### config.mk
export PLATFORM = sky130hd
export DESIGN_NAME = div36x18_seq
export DESIGN_NICKNAME = d
export VERILOG_FILES = /design/src/rtl/div36x18_pkg.sv /design/src/rtl/div36x18_step.sv /design/src/rtl/div36x18_seq.sv
export SDC_FILE = /design/constraint.sdc
export NUM_CORES = 1
export LEC_CHECK = 0
export ABC_AREA = 1
export CORE_ASPECT_RATIO = 1.25
export CORE_UTILIZATION = 49
export DETAILED_ROUTE_END_ITERATION = 10
export PLACE_DENSITY = 0.81
export SLEW_MARGIN = 10
export SYNTH_ARGS = -nofsm -noshare
export SYNTH_HDL_FRONTEND = slang
export SYNTH_SLANG_ARGS = --single-unit
### constraint.sdc
create_clock -name CLK -period 7.15 [get_ports CLK]
set_clock_uncertainty 0.15 [all_clocks]
set_input_delay 1.7875 -clock CLK [delete_from_list [all_inputs] [get_ports CLK]]
set_output_delay 1.7875 -clock CLK [all_outputs]
set_load 0.05 [all_outputs]
### src/rtl/div36x18_pkg.sv
// div36x18_pkg: shared widths, FSM states and saturation limits for the 36/18 divider
package div36x18_pkg;
  localparam int DW = 36;
  localparam int VW = 18;
  localparam int CNT_W = 6;
  localparam logic [VW-1:0] Q_MAX = 18'h1FFFF;
  localparam logic [VW-1:0] Q_MIN = 18'h20000;
  typedef enum logic [1:0] {IDLE, CALC, FIXUP} state_t;
endpackage

### src/rtl/div36x18_step.sv
// div36x18_step: one combinational restoring-division step on magnitudes
module div36x18_step
  import div36x18_pkg::*;
(
  input  logic [VW:0]   pr,
  input  logic          din,
  input  logic [VW-1:0] dvs,
  output logic [VW:0]   pr_nxt,
  output logic          qbit
);
  logic [VW:0] sh;
  assign sh = {pr[VW-1:0], din};
  // pr[VW] is the bit shifted out; if set, the shifted value already exceeds dvs
  assign qbit = pr[VW] | (sh >= {1'b0, dvs});
  assign pr_nxt = qbit ? sh - {1'b0, dvs} : sh;
endmodule

### src/rtl/div36x18_seq.sv
// div36x18_seq: sequential signed 36/18 restoring divider with saturation
// DIV36X18_EARLY_DIV0_EN: a zero divisor skips CALC and completes one cycle after START
module div36x18_seq
  import div36x18_pkg::*;
(
  input  logic          CLK,
  input  logic          RST_N,
  input  logic          START,
  input  logic [DW-1:0] DIVIDEND,
  input  logic [VW-1:0] DIVISOR,
  output logic          BUSY,
  output logic          DONE,
  output logic [VW-1:0] Q,
  output logic [VW-1:0] R,
  output logic          OVF,
  output logic          DIV0
);
  state_t state, nxt, ld_nxt;
  logic [DW-1:0] qd, a_mag;
  logic [VW:0] pr, pr_nxt;
  logic [VW-1:0] dvs, d_lo, b_mag, r_s;
  logic [CNT_W-1:0] cnt;
  logic [DW:0] q_s;
  logic sign_q, sign_r, div0_r, qbit, ovf;
  assign a_mag = DIVIDEND[DW-1] ? -DIVIDEND : DIVIDEND;
  assign b_mag = DIVISOR[VW-1] ? -DIVISOR : DIVISOR;
  assign q_s = sign_q ? -{1'b0, qd} : {1'b0, qd};
  // signed quotient fits in VW bits only if its upper bits are a pure sign extension
  assign ovf = ~(&q_s[DW:VW-1] | ~|q_s[DW:VW-1]);
  assign r_s = sign_r ? -pr[VW-1:0] : pr[VW-1:0];
  assign BUSY = state != IDLE;
`ifdef DIV36X18_EARLY_DIV0_EN
  assign ld_nxt = (DIVISOR == '0) ? FIXUP : CALC;
`else
  assign ld_nxt = CALC;
`endif
  div36x18_step u_step (
    .pr(pr),
    .din(qd[DW-1]),
    .dvs(dvs),
    .pr_nxt(pr_nxt),
    .qbit(qbit)
  );
  always_ff @(posedge CLK) begin
    if (!RST_N) state <= IDLE;
    else state <= nxt;
  end
  always_comb begin
    nxt = state;
    case (state)
      IDLE: nxt = START ? ld_nxt : IDLE;
      CALC: nxt = (cnt == '0) ? FIXUP : CALC;
      default: nxt = IDLE;
    endcase
  end
  always_ff @(posedge CLK) begin
    if (!RST_N) begin
      DONE <= 1'b0;
      Q <= '0;
      R <= '0;
      OVF <= 1'b0;
      DIV0 <= 1'b0;
    end else begin
      DONE <= state == FIXUP;
      if (state == IDLE && START) begin
        qd <= a_mag;
        pr <= '0;
        dvs <= b_mag;
        cnt <= CNT_W'(DW - 1);
        sign_q <= DIVIDEND[DW-1] ^ DIVISOR[VW-1];
        sign_r <= DIVIDEND[DW-1];
        div0_r <= DIVISOR == '0;
        d_lo <= DIVIDEND[VW-1:0];
      end
      // quotient bits shift in behind the dividend bits as they are consumed
      if (state == CALC) begin
        qd <= {qd[DW-2:0], qbit};
        pr <= pr_nxt;
        cnt <= cnt - 1'b1;
      end
      if (state == FIXUP) begin
        Q <= (div0_r | ovf) ? ((div0_r ? sign_r : sign_q) ? Q_MIN : Q_MAX) : q_s[VW-1:0];
        R <= div0_r ? d_lo : r_s;
        OVF <= ~div0_r & ovf;
        DIV0 <= div0_r;
      end
    end
  end
endmodule

==> impl_metrics.xml <==
<?xml version="1.0" encoding="UTF-8"?>
<metrics>
  <group name="clock_network">
    <metric name="cts.htree.levels" unit="">4</metric>
    <metric name="clk_pin_slew_worst_paths" unit="ns">0.06</metric>
    <metric name="postCtsResizedCells" unit="">0</metric>
    <metric name="tritoncts_clock_tree" unit="">yes</metric>
    <metric name="clock-root-buffer" unit="">sky130_fd_sc_hd__clkbuf_16</metric>
    <metric name="cts-hold-fix-buffers" unit="">0</metric>
    <metric name="cts_inserted_buffers" unit="">17</metric>
    <metric name="post_cts.repair.setup_buffers" unit="">0</metric>
    <metric name="clkLatencyLatePin" unit="ns">0.43</metric>
    <metric name="ctsLongestPathBuffers" unit="">2</metric>
    <metric name="cts.sinks" unit="">141</metric>
  </group>
  <group name="worst_setup_path">
    <metric name="worstPathArrival" unit="ns">4.63</metric>
    <metric name="critical-path-top-cell-by-count" unit="">sky130_fd_sc_hd__inv_1</metric>
    <metric name="setup.worst_path.class" unit="">input pin to register</metric>
    <metric name="slowest_delay" unit="ns">0.88</metric>
    <metric name="worst_path_dominant_cell_family" unit="">buffers and inverters</metric>
    <metric name="cp_cell_sequence" unit="">clkdlybuf4s50_1 -&gt; inv_1 -&gt; nor2_4 -&gt; inv_1 -&gt; nand2_2 -&gt; buf_4</metric>
    <metric name="setup.worst_path.start_class" unit="">input pin</metric>
    <metric name="cp-end-kind" unit="">register</metric>
    <metric name="worst_ep_required_time" unit="ns">7.12</metric>
    <metric name="cp.buffers_inverters" unit="">4</metric>
    <metric name="crit_fanout" unit="">45</metric>
    <metric name="critPathSlowestCell" unit="">sky130_fd_sc_hd__clkdlybuf4s50_1</metric>
  </group>
  <group name="synth">
    <metric name="synth-edff-count" unit="">100</metric>
    <metric name="postSynthRegisterBits" unit="">141</metric>
    <metric name="synth.net_count" unit="">1327</metric>
    <metric name="mappedNetlistArea" unit="um^2">9370</metric>
    <metric name="synth_async_sr_flop_share" unit="%">0</metric>
    <metric name="netlist_instances" unit="">1246</metric>
    <metric name="synth.avg_cell_area" unit="um^2">7.52</metric>
    <metric name="synth.yosys.warnings" unit="">0</metric>
    <metric name="register_area_share_after_synthesis" unit="%">40.8</metric>
    <metric name="synth_cell_types" unit="">46</metric>
    <metric name="synthFlopType" unit="">sky130_fd_sc_hd__edfxtp_1</metric>
  </group>
  <group name="timing">
    <metric name="min_period" unit="ns">4.66</metric>
    <metric name="fin_worst_hold_slack" unit="ns">0.314</metric>
    <metric name="period_share" unit="%">65.1</metric>
    <metric name="rsz0062_at_grt" unit="">false</metric>
    <metric name="max-slew-margin-rel" unit="%">22.0</metric>
    <metric name="maxClockFrequency" unit="MHz">215</metric>
    <metric name="final_max_slew_viol_count" unit="">0</metric>
    <metric name="setup-violations-final" unit="">0</metric>
    <metric name="worst-slew-pin-transition" unit="ns">1.17</metric>
    <metric name="final-hold-violation-count" unit="">0</metric>
    <metric name="setup-tns-final" unit="ns">0</metric>
  </group>
  <group name="layout">
    <metric name="area.growth.synth_to_final" unit="%">17.9</metric>
    <metric name="fin_util" unit="%">58.9</metric>
    <metric name="layout-drive-gt1-share" unit="%">7.14</metric>
    <metric name="nNetsFinal" unit="">1413</metric>
    <metric name="diodes" unit="">0</metric>
    <metric name="n_fill_cell" unit="">1657</metric>
  </group>
  <group name="global_route">
    <metric name="grt_max_degree" unit="">60</metric>
    <metric name="number_of_global_route_vias_before_repair" unit="">8067</metric>
    <metric name="grt_remaining_overflow" unit="">0</metric>
    <metric name="grt_pass1_wl" unit="mm">39.8</metric>
    <metric name="track_usage" unit="%">25.7</metric>
    <metric name="number_of_antenna_violations_at_the_first_check_in_global_routing" unit="">0</metric>
  </group>
  <group name="min_path">
    <metric name="min_path_type" unit="">register to register</metric>
  </group>
  <group name="die">
    <metric name="initial_utilization" unit="%">49.9</metric>
    <metric name="die_area" unit="um^2">19700</metric>
    <metric name="die_y" unit="um">157</metric>
    <metric name="std_cell_rows" unit="">56</metric>
    <metric name="dieWidth" unit="um">126</metric>
    <metric name="top_level_ports" unit="">97</metric>
    <metric name="floorplan_core_area" unit="um^2">18800</metric>
  </group>
  <group name="placement">
    <metric name="routabilityCongestion" unit="">0.910</metric>
    <metric name="port_buffers" unit="">96</metric>
    <metric name="detailedPlacementHpwl" unit="mm">18.4</metric>
  </group>
  <group name="status">
    <metric name="run_status" unit="">finished clean</metric>
  </group>
  <group name="route">
    <metric name="via_count" unit="">8667</metric>
    <metric name="drt-initial-drc-count" unit="">938</metric>
    <metric name="first_pass_iters" unit="">5</metric>
    <metric name="routed_wire_length_per_instance" unit="um">15.3</metric>
    <metric name="number_of_vias_per_cell_after_detailed_routing" unit="">5.50</metric>
    <metric name="finalWirelength" unit="mm">24.1</metric>
    <metric name="number_of_antenna_violating_nets_in_the_routed_design" unit="">0</metric>
    <metric name="drt_drc_violations_left" unit="">0</metric>
  </group>
  <group name="pwr">
    <metric name="vdd.ir_drop.worst" unit="uV">206</metric>
    <metric name="static-leakage-power" unit="uW">0.00446</metric>
    <metric name="power_per_cell_area" unit="nW/um^2">208</metric>
  </group>
  <group name="job">
    <metric name="max-cap-violations" unit="">0</metric>
  </group>
</metrics>
-- area by class of cell --
type	count	area (um^2)	share of cell area, %
clock inverter	13	88.8	0.804
sequential	141	3820	34.6
clock buffer	19	454	4.11
timing repair buffer	102	1010	9.10
inverter	112	420	3.80
tap	232	290	2.63
multi-input combinational	958	4970	45.0
-- per-layer routing --
| metal | global-route usage (%) | share of wire [%] |
|---|---|---|
| met1 | 33.8 | 43 |
| met4 | 10.4 | 2.5 |
| met2 | 42.5 | 46 |
| met3 | 3.52 | 7.7 |
| met5 | 0 | 0 |
-- metrics by stage --
step                power, uW  area, um^2  cells  worst slack (ns)
CTS                      2300       11100   1577              2.46
finish                   2300       11100   1577              2.49
detailed placement       1490       10500   1545              2.03
global route             2400       11100   1577              2.18
floorplan                1340        9370   1246              1.49
global placement         1480       10500   1545              2.05
-- layout by cell type (no fill, tap or decap), drive strengths merged, types with 19 or more instances in the layout --
| cell | count |
|---|---|
| nand2 | 338 |
| nand3 | 88 |
| nor2 | 185 |
| a31oi | 27 |
| ha | 23 |
| inv | 115 |
| edfxtp | 100 |
| clkdlybuf4s50 | 96 |
| xor2 | 53 |
| nor3 | 28 |
| o21ai | 93 |
| clkbuf | 19 |
| a21oi | 36 |
| xnor2 | 25 |
| dfxtp | 41 |
-- sequential cells by signal (all words and copies together) (netlist names) --
signal and flops:
qd 36, pr 19, Q 18, R 18, d_lo 18, dvs 18, cnt 6, state 2
DIV0 1, DONE 1, OVF 1, div0_r 1, sign_q 1, sign_r 1
-- cells in the mapped netlist, types with 4 or more instances --
library cell | number | area, um^2
sky130_fd_sc_hd__inv_1 | 104 | 390
sky130_fd_sc_hd__inv_2 | 6 | 22.5
sky130_fd_sc_hd__o21ai_1 | 5 | 25.0
sky130_fd_sc_hd__o21bai_1 | 5 | 37.5
sky130_fd_sc_hd__a31oi_1 | 27 | 169
sky130_fd_sc_hd__nor3_1 | 28 | 140
sky130_fd_sc_hd__a21oi_1 | 35 | 175
sky130_fd_sc_hd__o211ai_1 | 5 | 37.5
sky130_fd_sc_hd__nand2_1 | 328 | 1230
sky130_fd_sc_hd__nand4_1 | 12 | 75.1
sky130_fd_sc_hd__nor2_2 | 17 | 106
sky130_fd_sc_hd__o21ai_0 | 88 | 440
sky130_fd_sc_hd__xnor2_1 | 25 | 219
sky130_fd_sc_hd__clkbuf_1 | 25 | 93.8
sky130_fd_sc_hd__nand3b_1 | 7 | 52.6
sky130_fd_sc_hd__nor2_1 | 160 | 601
sky130_fd_sc_hd__ha_1 | 23 | 288
sky130_fd_sc_hd__nor2_4 | 8 | 90.1
sky130_fd_sc_hd__nand2_2 | 7 | 43.8
sky130_fd_sc_hd__nor4_1 | 6 | 37.5
sky130_fd_sc_hd__edfxtp_1 | 100 | 3000
sky130_fd_sc_hd__nand3_1 | 85 | 425
sky130_fd_sc_hd__or2_2 | 11 | 68.8
sky130_fd_sc_hd__xor2_1 | 53 | 464
sky130_fd_sc_hd__dfxtp_1 | 41 | 821
sky130_fd_sc_hd__buf_6 | 4 | 45.0
-- cell families (layout without fill, tap and decap cells) --
family | Yosys count | in the layout | share of synthesized area [%]
adders and majority gates | 24 | 24 | 3.28
AOI/OAI and AO/OA | 178 | 178 | 10.6
DFF | 141 | 141 | 40.8
xor gates and xnor gates | 78 | 78 | 7.29
and+or+nand+nor | 678 | 678 | 31.7
buffers and inverters | 147 | 246 | 6.35
-- worst paths after layout --
check / from / endpoint / slack, ns / cells past startpoint
setup / recovery: RST_N / pr[5] / 2.49 / 6
hold reg to reg: OVF / OVF / 0.31 / 2
setup reg to reg: state[1] / R[16] / 3.51 / 6
hold / removal: OVF / OVF / 0.31 / 2
-- where the power goes --
group	switching, uW	internal, uW	leakage [uW]
Clock	356	464	0.000269
Combinational	291	172	0.00291
Sequential	64.4	952	0.00128
-- worst min-delay path: stages, from the launching register on --
cell and delay (ns):
sky130_fd_sc_hd__dfxtp_1 0.31, sky130_fd_sc_hd__nand2_1 0.06, sky130_fd_sc_hd__a21oi_1 0.05
No activity file was read; power rests on OpenSTA's default activity.
